### config.mk
export PLATFORM = sky130hd
export DESIGN_NAME = id_ex_stage_reg_flat
export DESIGN_NICKNAME = d
export VERILOG_FILES = /design/src/rtl/wisc_pkg.sv /design/src/rtl/id_ex_stage_reg_if.sv /design/src/rtl/operand_bypass_mux.sv /design/src/rtl/id_ex_stage_reg.sv /design/src/flat_wrapper.sv
export SDC_FILE = /design/constraint.sdc
export NUM_CORES = 1
export LEC_CHECK = 0
export BUFFER_PORTS_ARGS = -buffer_cell sky130_fd_sc_hd__buf_2
export CAP_MARGIN = 30
export CORE_MARGIN = 1
export CORE_UTILIZATION = 51
export CTS_BUF_LIST = sky130_fd_sc_hd__clkbuf_16
export CTS_CLUSTER_DIAMETER = 120
export DETAILED_ROUTE_END_ITERATION = 12
export PLACE_DENSITY = 0.86
export SETUP_SLACK_MARGIN = 0.4
export SLEW_MARGIN = 10
export SYNTH_ARGS = -nofsm -noshare
export SYNTH_HDL_FRONTEND = slang
export SYNTH_SLANG_ARGS = --single-unit
### constraint.sdc
create_clock -name clk -period 5.5 [get_ports clk]
set_input_delay 0.275 -clock clk [delete_from_list [all_inputs] [get_ports clk]]
set_output_delay 0.275 -clock clk [all_outputs]
set_load 0.02 [all_outputs]
### src/rtl/wisc_pkg.sv
// Shared WISC core constants: datapath widths, the hardwired-zero register and the bubble encoding.
package wisc_pkg;

  localparam int unsigned DataW    = 16;
  localparam int unsigned RegAddrW = 4;
  localparam int unsigned OpcW     = 4;

  // Register that reads as zero when the zero-register option is enabled
  localparam int unsigned ZeroRegIdx = 0;

  // A bubble carries all-zero control: invalid, no write-back, opcode 0
  localparam logic            NopValid    = 1'b0;
  localparam logic            NopWriteReg = 1'b0;
  localparam logic [OpcW-1:0] NopOpcode   = '0;

endpackage

### src/rtl/id_ex_stage_reg_if.sv
// Decode/execute boundary bundle: ID-side inputs, register file and write-back taps, EX-side outputs.
interface id_ex_stage_reg_if
  import wisc_pkg::*;
#(
  parameter int unsigned DATA_W     = DataW,
  parameter int unsigned REG_ADDR_W = RegAddrW,
  parameter int unsigned OPC_W      = OpcW,
  parameter int unsigned CNT_W      = 16
);

  logic                  stall;
  logic                  flush;
  logic                  id_valid;
  logic [OPC_W-1:0]      id_opcode;
  logic [REG_ADDR_W-1:0] id_src_reg1;
  logic [REG_ADDR_W-1:0] id_src_reg2;
  logic [REG_ADDR_W-1:0] id_dst_reg;
  logic                  id_write_reg;
  logic [DATA_W-1:0]     id_imm;
  logic [DATA_W-1:0]     id_pc_plus2;
  logic [DATA_W-1:0]     rf_src_data1;
  logic [DATA_W-1:0]     rf_src_data2;
  logic                  wb_write_reg;
  logic [REG_ADDR_W-1:0] wb_dst_reg;
  logic [DATA_W-1:0]     wb_dst_data;

  logic                  ex_valid;
  logic [OPC_W-1:0]      ex_opcode;
  logic [REG_ADDR_W-1:0] ex_src_reg1;
  logic [REG_ADDR_W-1:0] ex_src_reg2;
  logic [REG_ADDR_W-1:0] ex_dst_reg;
  logic                  ex_write_reg;
  logic [DATA_W-1:0]     ex_imm;
  logic [DATA_W-1:0]     ex_pc_plus2;
  logic [DATA_W-1:0]     ex_op_a;
  logic [DATA_W-1:0]     ex_op_b;
  logic [CNT_W-1:0]      bubble_count;

  // Pipeline control / decode side
  modport master (
    output stall, flush, id_valid, id_opcode, id_src_reg1, id_src_reg2, id_dst_reg,
           id_write_reg, id_imm, id_pc_plus2, rf_src_data1, rf_src_data2,
           wb_write_reg, wb_dst_reg, wb_dst_data,
    input  ex_valid, ex_opcode, ex_src_reg1, ex_src_reg2, ex_dst_reg, ex_write_reg,
           ex_imm, ex_pc_plus2, ex_op_a, ex_op_b, bubble_count
  );

  // The stage register itself
  modport slave (
    input  stall, flush, id_valid, id_opcode, id_src_reg1, id_src_reg2, id_dst_reg,
           id_write_reg, id_imm, id_pc_plus2, rf_src_data1, rf_src_data2,
           wb_write_reg, wb_dst_reg, wb_dst_data,
    output ex_valid, ex_opcode, ex_src_reg1, ex_src_reg2, ex_dst_reg, ex_write_reg,
           ex_imm, ex_pc_plus2, ex_op_a, ex_op_b, bubble_count
  );

endinterface

### src/rtl/operand_bypass_mux.sv
// Selects one operand: hardwired zero, same-cycle write-back data, or the supplied read data.
module operand_bypass_mux
  import wisc_pkg::*;
#(
  parameter int unsigned DATA_W     = DataW,
  parameter int unsigned REG_ADDR_W = RegAddrW,
  parameter bit          ZERO_REG   = 1'b1
) (
  input  logic [REG_ADDR_W-1:0] src_reg_i,
  input  logic [DATA_W-1:0]     rf_data_i,
  input  logic                  wb_write_reg_i,
  input  logic [REG_ADDR_W-1:0] wb_dst_reg_i,
  input  logic [DATA_W-1:0]     wb_dst_data_i,
  output logic [DATA_W-1:0]     operand_o
);

  localparam logic [REG_ADDR_W-1:0] ZeroIdx = REG_ADDR_W'(ZeroRegIdx);

  // Zero register beats bypass; bypass beats the register file read
  always_comb begin
    operand_o = rf_data_i;
    if (ZERO_REG && (src_reg_i == ZeroIdx)) begin
      operand_o = '0;
    end else if (wb_write_reg_i && (wb_dst_reg_i == src_reg_i)) begin
      operand_o = wb_dst_data_i;
    end
  end

endmodule

### src/rtl/id_ex_stage_reg.sv
// ID/EX pipeline register with write-back bypass, stall hold with operand refresh,
// flush-to-bubble and a saturating bubble counter.
module id_ex_stage_reg
  import wisc_pkg::*;
#(
  parameter int unsigned DATA_W     = DataW,
  parameter int unsigned REG_ADDR_W = RegAddrW,
  parameter int unsigned OPC_W      = OpcW,
  parameter bit          ZERO_REG   = 1'b1,
  parameter int unsigned CNT_W      = 16
) (
  input logic                clk,
  input logic                rst,
  id_ex_stage_reg_if.slave   bus
);

  logic                  valid_q, valid_d;
  logic [OPC_W-1:0]      opcode_q, opcode_d;
  logic [REG_ADDR_W-1:0] src1_q, src1_d;
  logic [REG_ADDR_W-1:0] src2_q, src2_d;
  logic [REG_ADDR_W-1:0] dst_q, dst_d;
  logic                  write_reg_q, write_reg_d;
  logic [DATA_W-1:0]     imm_q, imm_d;
  logic [DATA_W-1:0]     pc_plus2_q, pc_plus2_d;
  logic [DATA_W-1:0]     op_a_q, op_a_d;
  logic [DATA_W-1:0]     op_b_q, op_b_d;
  logic [CNT_W-1:0]      bubble_cnt_q, bubble_cnt_d;

  logic [DATA_W-1:0] sel_a, sel_b;
  logic [DATA_W-1:0] refresh_a, refresh_b;
  logic              load_bubble;

  // Operand selection for the instruction entering EX
  operand_bypass_mux #(
    .DATA_W     (DATA_W),
    .REG_ADDR_W (REG_ADDR_W),
    .ZERO_REG   (ZERO_REG)
  ) u_bypass_a (
    .src_reg_i      (bus.id_src_reg1),
    .rf_data_i      (bus.rf_src_data1),
    .wb_write_reg_i (bus.wb_write_reg),
    .wb_dst_reg_i   (bus.wb_dst_reg),
    .wb_dst_data_i  (bus.wb_dst_data),
    .operand_o      (sel_a)
  );

  operand_bypass_mux #(
    .DATA_W     (DATA_W),
    .REG_ADDR_W (REG_ADDR_W),
    .ZERO_REG   (ZERO_REG)
  ) u_bypass_b (
    .src_reg_i      (bus.id_src_reg2),
    .rf_data_i      (bus.rf_src_data2),
    .wb_write_reg_i (bus.wb_write_reg),
    .wb_dst_reg_i   (bus.wb_dst_reg),
    .wb_dst_data_i  (bus.wb_dst_data),
    .operand_o      (sel_b)
  );

  // Refresh of held operands: the "read data" is the currently held value, so a miss holds.
  // A held zero-register operand is already 0, so the zero case also preserves it.
  operand_bypass_mux #(
    .DATA_W     (DATA_W),
    .REG_ADDR_W (REG_ADDR_W),
    .ZERO_REG   (ZERO_REG)
  ) u_refresh_a (
    .src_reg_i      (src1_q),
    .rf_data_i      (op_a_q),
    .wb_write_reg_i (bus.wb_write_reg),
    .wb_dst_reg_i   (bus.wb_dst_reg),
    .wb_dst_data_i  (bus.wb_dst_data),
    .operand_o      (refresh_a)
  );

  operand_bypass_mux #(
    .DATA_W     (DATA_W),
    .REG_ADDR_W (REG_ADDR_W),
    .ZERO_REG   (ZERO_REG)
  ) u_refresh_b (
    .src_reg_i      (src2_q),
    .rf_data_i      (op_b_q),
    .wb_write_reg_i (bus.wb_write_reg),
    .wb_dst_reg_i   (bus.wb_dst_reg),
    .wb_dst_data_i  (bus.wb_dst_data),
    .operand_o      (refresh_b)
  );

  // Flush always bubbles; otherwise an unstalled load of an invalid instruction bubbles
  assign load_bubble = bus.flush || (!bus.stall && !bus.id_valid);

  // Next-state: bubble, stall-hold with refresh, or normal load
  always_comb begin
    valid_d      = valid_q;
    opcode_d     = opcode_q;
    src1_d       = src1_q;
    src2_d       = src2_q;
    dst_d        = dst_q;
    write_reg_d  = write_reg_q;
    imm_d        = imm_q;
    pc_plus2_d   = pc_plus2_q;
    op_a_d       = op_a_q;
    op_b_d       = op_b_q;
    bubble_cnt_d = bubble_cnt_q;

    if (load_bubble) begin
      valid_d     = NopValid;
      opcode_d    = OPC_W'(NopOpcode);
      src1_d      = '0;
      src2_d      = '0;
      dst_d       = '0;
      write_reg_d = NopWriteReg;
      imm_d       = '0;
      pc_plus2_d  = '0;
      op_a_d      = '0;
      op_b_d      = '0;
      if (bubble_cnt_q != '1) begin
        bubble_cnt_d = bubble_cnt_q + CNT_W'(1);
      end
    end else if (bus.stall) begin
      // A held bubble stays an all-zero bubble
      if (valid_q) begin
        op_a_d = refresh_a;
        op_b_d = refresh_b;
      end
    end else begin
      valid_d     = bus.id_valid;
      opcode_d    = bus.id_opcode;
      src1_d      = bus.id_src_reg1;
      src2_d      = bus.id_src_reg2;
      dst_d       = bus.id_dst_reg;
      write_reg_d = bus.id_write_reg;
      imm_d       = bus.id_imm;
      pc_plus2_d  = bus.id_pc_plus2;
      op_a_d      = sel_a;
      op_b_d      = sel_b;
    end
  end

  // State register with asynchronous reset
  always_ff @(posedge clk or posedge rst) begin
    if (rst) begin
      valid_q      <= 1'b0;
      opcode_q     <= '0;
      src1_q       <= '0;
      src2_q       <= '0;
      dst_q        <= '0;
      write_reg_q  <= 1'b0;
      imm_q        <= '0;
      pc_plus2_q   <= '0;
      op_a_q       <= '0;
      op_b_q       <= '0;
      bubble_cnt_q <= '0;
    end else begin
      valid_q      <= valid_d;
      opcode_q     <= opcode_d;
      src1_q       <= src1_d;
      src2_q       <= src2_d;
      dst_q        <= dst_d;
      write_reg_q  <= write_reg_d;
      imm_q        <= imm_d;
      pc_plus2_q   <= pc_plus2_d;
      op_a_q       <= op_a_d;
      op_b_q       <= op_b_d;
      bubble_cnt_q <= bubble_cnt_d;
    end
  end

  assign bus.ex_valid     = valid_q;
  assign bus.ex_opcode    = opcode_q;
  assign bus.ex_src_reg1  = src1_q;
  assign bus.ex_src_reg2  = src2_q;
  assign bus.ex_dst_reg   = dst_q;
  assign bus.ex_write_reg = write_reg_q;
  assign bus.ex_imm       = imm_q;
  assign bus.ex_pc_plus2  = pc_plus2_q;
  assign bus.ex_op_a      = op_a_q;
  assign bus.ex_op_b      = op_b_q;
  assign bus.bubble_count = bubble_cnt_q;

endmodule

### src/flat_wrapper.sv
// flat-port wrapper written by rule: the top's interface ports become plain ports
module id_ex_stage_reg_flat import wisc_pkg::*;
#(
  parameter int unsigned DATA_W     = DataW,
  parameter int unsigned REG_ADDR_W = RegAddrW,
  parameter int unsigned OPC_W      = OpcW,
  parameter bit          ZERO_REG   = 1'b1,
  parameter int unsigned CNT_W      = 16
)
  (clk, rst, bus_stall, bus_flush, bus_id_valid, bus_id_opcode, bus_id_src_reg1, bus_id_src_reg2, bus_id_dst_reg, bus_id_write_reg, bus_id_imm, bus_id_pc_plus2, bus_rf_src_data1, bus_rf_src_data2, bus_wb_write_reg, bus_wb_dst_reg, bus_wb_dst_data, bus_ex_valid, bus_ex_opcode, bus_ex_src_reg1, bus_ex_src_reg2, bus_ex_dst_reg, bus_ex_write_reg, bus_ex_imm, bus_ex_pc_plus2, bus_ex_op_a, bus_ex_op_b, bus_bubble_count);
  id_ex_stage_reg_if #(.DATA_W(DATA_W), .REG_ADDR_W(REG_ADDR_W), .OPC_W(OPC_W), .CNT_W(CNT_W)) bus_i ();
  input logic clk;
  input logic rst;
  input wire logic [$bits(bus_i.stall)-1:0] bus_stall;
  input wire logic [$bits(bus_i.flush)-1:0] bus_flush;
  input wire logic [$bits(bus_i.id_valid)-1:0] bus_id_valid;
  input wire logic [$bits(bus_i.id_opcode)-1:0] bus_id_opcode;
  input wire logic [$bits(bus_i.id_src_reg1)-1:0] bus_id_src_reg1;
  input wire logic [$bits(bus_i.id_src_reg2)-1:0] bus_id_src_reg2;
  input wire logic [$bits(bus_i.id_dst_reg)-1:0] bus_id_dst_reg;
  input wire logic [$bits(bus_i.id_write_reg)-1:0] bus_id_write_reg;
  input wire logic [$bits(bus_i.id_imm)-1:0] bus_id_imm;
  input wire logic [$bits(bus_i.id_pc_plus2)-1:0] bus_id_pc_plus2;
  input wire logic [$bits(bus_i.rf_src_data1)-1:0] bus_rf_src_data1;
  input wire logic [$bits(bus_i.rf_src_data2)-1:0] bus_rf_src_data2;
  input wire logic [$bits(bus_i.wb_write_reg)-1:0] bus_wb_write_reg;
  input wire logic [$bits(bus_i.wb_dst_reg)-1:0] bus_wb_dst_reg;
  input wire logic [$bits(bus_i.wb_dst_data)-1:0] bus_wb_dst_data;
  output wire logic [$bits(bus_i.ex_valid)-1:0] bus_ex_valid;
  output wire logic [$bits(bus_i.ex_opcode)-1:0] bus_ex_opcode;
  output wire logic [$bits(bus_i.ex_src_reg1)-1:0] bus_ex_src_reg1;
  output wire logic [$bits(bus_i.ex_src_reg2)-1:0] bus_ex_src_reg2;
  output wire logic [$bits(bus_i.ex_dst_reg)-1:0] bus_ex_dst_reg;
  output wire logic [$bits(bus_i.ex_write_reg)-1:0] bus_ex_write_reg;
  output wire logic [$bits(bus_i.ex_imm)-1:0] bus_ex_imm;
  output wire logic [$bits(bus_i.ex_pc_plus2)-1:0] bus_ex_pc_plus2;
  output wire logic [$bits(bus_i.ex_op_a)-1:0] bus_ex_op_a;
  output wire logic [$bits(bus_i.ex_op_b)-1:0] bus_ex_op_b;
  output wire logic [$bits(bus_i.bubble_count)-1:0] bus_bubble_count;
  assign bus_i.stall = bus_stall;
  assign bus_i.flush = bus_flush;
  assign bus_i.id_valid = bus_id_valid;
  assign bus_i.id_opcode = bus_id_opcode;
  assign bus_i.id_src_reg1 = bus_id_src_reg1;
  assign bus_i.id_src_reg2 = bus_id_src_reg2;
  assign bus_i.id_dst_reg = bus_id_dst_reg;
  assign bus_i.id_write_reg = bus_id_write_reg;
  assign bus_i.id_imm = bus_id_imm;
  assign bus_i.id_pc_plus2 = bus_id_pc_plus2;
  assign bus_i.rf_src_data1 = bus_rf_src_data1;
  assign bus_i.rf_src_data2 = bus_rf_src_data2;
  assign bus_i.wb_write_reg = bus_wb_write_reg;
  assign bus_i.wb_dst_reg = bus_wb_dst_reg;
  assign bus_i.wb_dst_data = bus_wb_dst_data;
  assign bus_ex_valid = bus_i.ex_valid;
  assign bus_ex_opcode = bus_i.ex_opcode;
  assign bus_ex_src_reg1 = bus_i.ex_src_reg1;
  assign bus_ex_src_reg2 = bus_i.ex_src_reg2;
  assign bus_ex_dst_reg = bus_i.ex_dst_reg;
  assign bus_ex_write_reg = bus_i.ex_write_reg;
  assign bus_ex_imm = bus_i.ex_imm;
  assign bus_ex_pc_plus2 = bus_i.ex_pc_plus2;
  assign bus_ex_op_a = bus_i.ex_op_a;
  assign bus_ex_op_b = bus_i.ex_op_b;
  assign bus_bubble_count = bus_i.bubble_count;
  id_ex_stage_reg #(.DATA_W(DATA_W), .REG_ADDR_W(REG_ADDR_W), .OPC_W(OPC_W), .ZERO_REG(ZERO_REG), .CNT_W(CNT_W)) u_core (.clk(clk), .rst(rst), .bus(bus_i));
endmodule
Word-level counts from Yosys, hierarchy flattened
Index checks and enable logic that the tools add are counted.
{"block": "word_totals", "register_bits": 98}
{"block": "classes", "mux": 30, "reduce_logical": 15, "n_eq_ne": 9, "n_addsub": 1}
{"operator": "16-bit 2-to-1 mux", "count": 18}
{"operator": "4-bit 2-to-1 mux", "count": 8}
{"operator": "16-bit by 1-bit adder with 16-bit output (second input constant)", "count": 1}
{"operator": "4-bit == test", "count": 4}
{"operator": "4-bit zero test", "count": 4}
{"operator": "16-bit != test (second input constant)", "count": 1}
{"operator": "4-bit by 1-bit != test with 1-bit output (second input constant)", "count": 2}
{"operator": "2-bit AND reduction", "count": 3}
{"operator": "1-bit logical AND", "count": 5}
{"operator": "1-bit 2-to-1 mux", "count": 4}
{"operator": "3-bit by 1-bit != test with 1-bit output (second input constant)", "count": 1}
{"operator": "1-bit zero test", "count": 2}
{"operator": "2-bit by 1-bit != test with 1-bit output (second input constant)", "count": 1}
{"operator": "1-bit logical OR", "count": 1}

Depth between registers and ports, before layout
{"block": "depth", "depth_word": 7, "ltp_mapped": 8}

Modules after synthesis
Synthesis repeated with hierarchy kept, for this count alone.
{"block": "hier_totals", "cells_unflattened": 633, "hier_area_um2": 5894.4}
{"mod": "id_ex_stage_reg", "area_each_um2": 4282.9, "cells_each": 377, "seq_area_each_um2": 2452.4, "n_inst": 1}
{"mod": "operand_bypass_mux", "area_each_um2": 402.9, "cells_each": 64, "seq_area_each_um2": 0.0, "n_inst": 4}

Worst setup path before layout
Ideal clock, no wire load.
{"block": "synth_timing", "path_type": "reg2reg", "start": "register u_core.src2_q[1] (netlist: u_core.bus.ex_src_reg2[1])", "end": "register u_core.op_b_q[10] (netlist: u_core.bus.ex_op_b[10])", "period_less_slack_ps": 2005, "stages_incl_launch_ff": 8, "required_ps": 5436, "slack_ps": 3495, "arrival_time_ps": 1941, "setup_ps": 64, "path_cell_list": "dfrtp_1 -> o41a_1 -> or3_1 -> o31ai_2 -> nor2b_1 -> buf_4 -> buf_6 -> a221o_2"}
{"block": "synth_between", "elab_chain_len": 5, "word_cells_on_any_way": 9}
{"item": "from (decl)", "line_no": "id_ex_stage_reg.sv:20", "rtl": "logic [REG_ADDR_W-1:0] src2_q, src2_d;"}
{"item": "from (signal assigned)", "line_no": "id_ex_stage_reg.sv:157", "rtl": "src2_q <= src2_d;"}
{"item": "4-bit zero test", "line_no": "operand_bypass_mux.sv:22", "rtl": "if (ZERO_REG && (src_reg_i == ZeroIdx)) begin"}
{"item": "16-bit 2-to-1 mux", "line_no": "operand_bypass_mux.sv:22"}
{"item": "16-bit 2-to-1 mux", "line_no": "id_ex_stage_reg.sv:121", "rtl": "if (valid_q) begin"}
{"item": "16-bit 2-to-1 mux", "line_no": "id_ex_stage_reg.sv:119", "rtl": "end else if (bus.stall) begin"}
{"item": "16-bit 2-to-1 mux", "line_no": "id_ex_stage_reg.sv:105", "rtl": "if (load_bubble) begin"}
{"item": "to (signal assigned)", "line_no": "id_ex_stage_reg.sv:163", "rtl": "op_b_q <= op_b_d;"}
{"item": "to (decl)", "line_no": "id_ex_stage_reg.sv:26", "rtl": "logic [DATA_W-1:0] op_b_q, op_b_d;"}
Several ways; a longest one is shown, not always the timed one. The select of a mux whose other input is x is not followed.
A chain may end at the register's enable or synchronous reset.

Final worst setup path
{"block": "layout_timing", "start": "register u_core.src2_q[1] (netlist: u_core.bus.ex_src_reg2[1])", "end": "register u_core.op_b_q[1] (netlist: u_core.bus.ex_op_b[1])"}
Same word-level chain as after synthesis.

==> metrics <==
final weighted congestion in routability-driven placement 0.831; DP Area 5580 µm²; Top delay family on crit path simple AND/OR/NAND/NOR gates; # setup viols final 0; Power Total 1860 µW; Layout Nets 687; syn avg cell area 11.9 µm²; Routed Antenna Nets 0; FMAX 406 MHz; Vias/cell 5.56; number of global-route vias before repair 3,740; switching share of power 30.2%; DIE WIDTH 95.6 µm; vias 3,833; Initial Utilization 53.6%; pin count of the biggest net entering global routing 57; R2R Setup Slk 3040 ps; layout cells sized above 1 44.7%; Ys Warns 0; ys flop type dfrtp_1; Root Driver clkbuf_16; Clock Tree Buf Depth 2; final worst path period need 2460 ps; R2R cell count 7; crit path cell chain o41a_1, or3_1, o31ai_2, buf_4, nor2b_1, buf_4, a221o_2; Post-Syn Nets 485; gr usage total 25.9%; critical path depth 7; number of H-tree levels 3; FFs w/ async S/R, synth 100%; Critical Path Fanout Max 17; antenna violations before repair 0; cell mode on critical path buf_4; Yosys top cell by area dfrtp_1; unique cell type count in the Yosys netlist 41; filler cell count in the final layout 642; FP Rows 33; setup TNS 0 ps; postcts setup bufs 0; top-count cell post-synth dfrtp_1; CTS resizes 0; PwrDens 314 nW/µm²; IO buf count 204; Worst Hold Class in -> reg; Clk Latency, worst-skew pair 340 ps; Gate Count Post-Synth 377; CTS Buf Count 9; Worst R2R Start u_core.bus.ex_src_reg2[1]; Die Ht 95.6 µm; Final period util 44.8%; Congestion Overflow GR 0; Die ar. 9140 µm²; critical path launch point type flip-flop; Internal 1300 µW; CTS tree done; Fin. Hold Viols 0; area fraction of the dominant cell type after synthesis 54.9%; average wire per standard cell 17.2 µm; I/O pins 205; final hold slack 175 ps; max_slew headroom 32.8%; ranking of synthesized cells by area dfrtp_1, mux2i_1, a22o_1; r2r endpoint u_core.bus.ex_op_b[1]; Syn-to-layout area delta 32.6%; EDFF count, synth 0; status complete, no violations; Max VDD drop 0.329 mV; mapped cell area 4470 µm²; CP max stage delay 480 ps; max cap viols 0; Slowest cell on crit path o41a_1; origin of the worst setup path u_core.bus.ex_src_reg2[1]; critical path arrival 2740 ps; hpwl dp 8610 µm; Setup crit end kind flip-flop; clk sinks 98; Sequential Power Share 44.9%; final instance area 5930 µm²; synth cell count leaders dfrtp_1, nor2_1, mux2i_1; DR pass1 iterations 4; drt first-iter violations 139; P_leak 0.00335 µW; RSZ-0062 raised after global routing no; Post-CTS Hold Buffers 1; fin util 71.1%; Diodes inserted 0; Post-route DRC 0; Yosys reg bits 98; Worst Setup EP u_core.bus.ex_op_b[1]; Comb power frac 20.6%; kind of critical path reg -> reg; Seq/Total Area, Yosys 54.9%; Crit path buffers/inverters 2; first-pass GRT wire length 17,900 µm; area of the core 8340 µm²; Clk pwr share 34.5%; clk_skew 8.86 ps; max-slew violations 0; Worst-Margin Slew 1000 ps; DRT Wirelength 11,800 µm; switching power 562 µW; WP data required 5780 ps; clock-pin slew on the worst setup and hold paths 70 ps
-- power groups by stage --
stage,registers [µW],clock network [µW],logic [µW]
2_1_floorplan,912,0,165
3_3_place_gp,843,0,371
3_5_place_dp,847,0,383
4_1_cts,834,652,384
5_1_grt,844,684,415
6_report,835,642,383
-- area by class of cell --
cell class                      instances  area (µm²)  area share (%)
Sequential cell                        98        2450            41.4
Timing Repair Buffer                  213        1090            18.4
Inverter                                2        10.0           0.169
Clock inverter                          7        86.3            1.46
Tap cell                              105         131            2.22
Multi-Input combinational cell        255        1930            32.6
Clock buffer                            9         225            3.80
-- placed cells by master, fill, tap and decap left out, types with 3 or more instances in the layout --
master       n
a221o_2     16
a22o_1      32
and3_1      16
and3_2       6
buf_2      204
buf_4        8
clkbuf_16    9
clkinv_4     3
dfrtp_1     98
mux2_2       3
mux2i_1     50
nand2_1      9
nand3_1      8
nand4_1      4
nor2_1      54
nor4_1       3
xnor2_1     19
xor2_1       8
-- worst min-delay path by stage --
stage,depth (start not counted),end,slack [ps],startpoint
finish,3,u_core.bus.ex_write_reg,180,bus_id_write_reg
global placement,2,u_core.bus.ex_pc_plus2[14],340,rst
detailed placement,2,u_core.bus.ex_pc_plus2[14],350,rst
floorplan,1,u_core.bus.ex_op_b[0],420,bus_wb_dst_data[0]
CTS,3,u_core.bus.ex_pc_plus2[0],170,bus_id_pc_plus2[0]
global route,3,u_core.bus.ex_pc_plus2[7],180,bus_id_pc_plus2[7]
-- worst min-delay path, stage by stage --
cell and delay [ps]:
buf_2 80, mux2i_1 50, nor2_1 70
-- layer usage --
layer	track usage, %	routed length (µm)	share of wire [%]	vias to the layer above
met5	0	0	0	-
met3	5.82	693	5.9	26
met2	44.9	5890	50	153
met1	31.5	4980	42	1878
li1	-	-	-	1776
met4	9.33	264	2.2	0
-- logic make-up (layout without fill, tap and decap cells) --
group | Yosys count | after routing | share of synthesized area (%)
buffers and inverters | 24 | 231 | 2.46
and+or+nand+nor | 112 | 112 | 12.2
xor gates and xnor gates | 27 | 27 | 5.29
muxes | 53 | 53 | 12.0
adders and majority gates | 1 | 1 | 0.280
DFF | 98 | 98 | 54.9
AOI/OAI and AO/OA | 62 | 62 | 13.0
-- stage by stage --
step	worst slack [ps]	std cells
floorplan	2660	377
global placement	2270	669
detailed placement	2080	669
CTS	2350	686
global route	2880	689
finish	3040	689
Note: power is estimated with default switching activity, not from simulation.
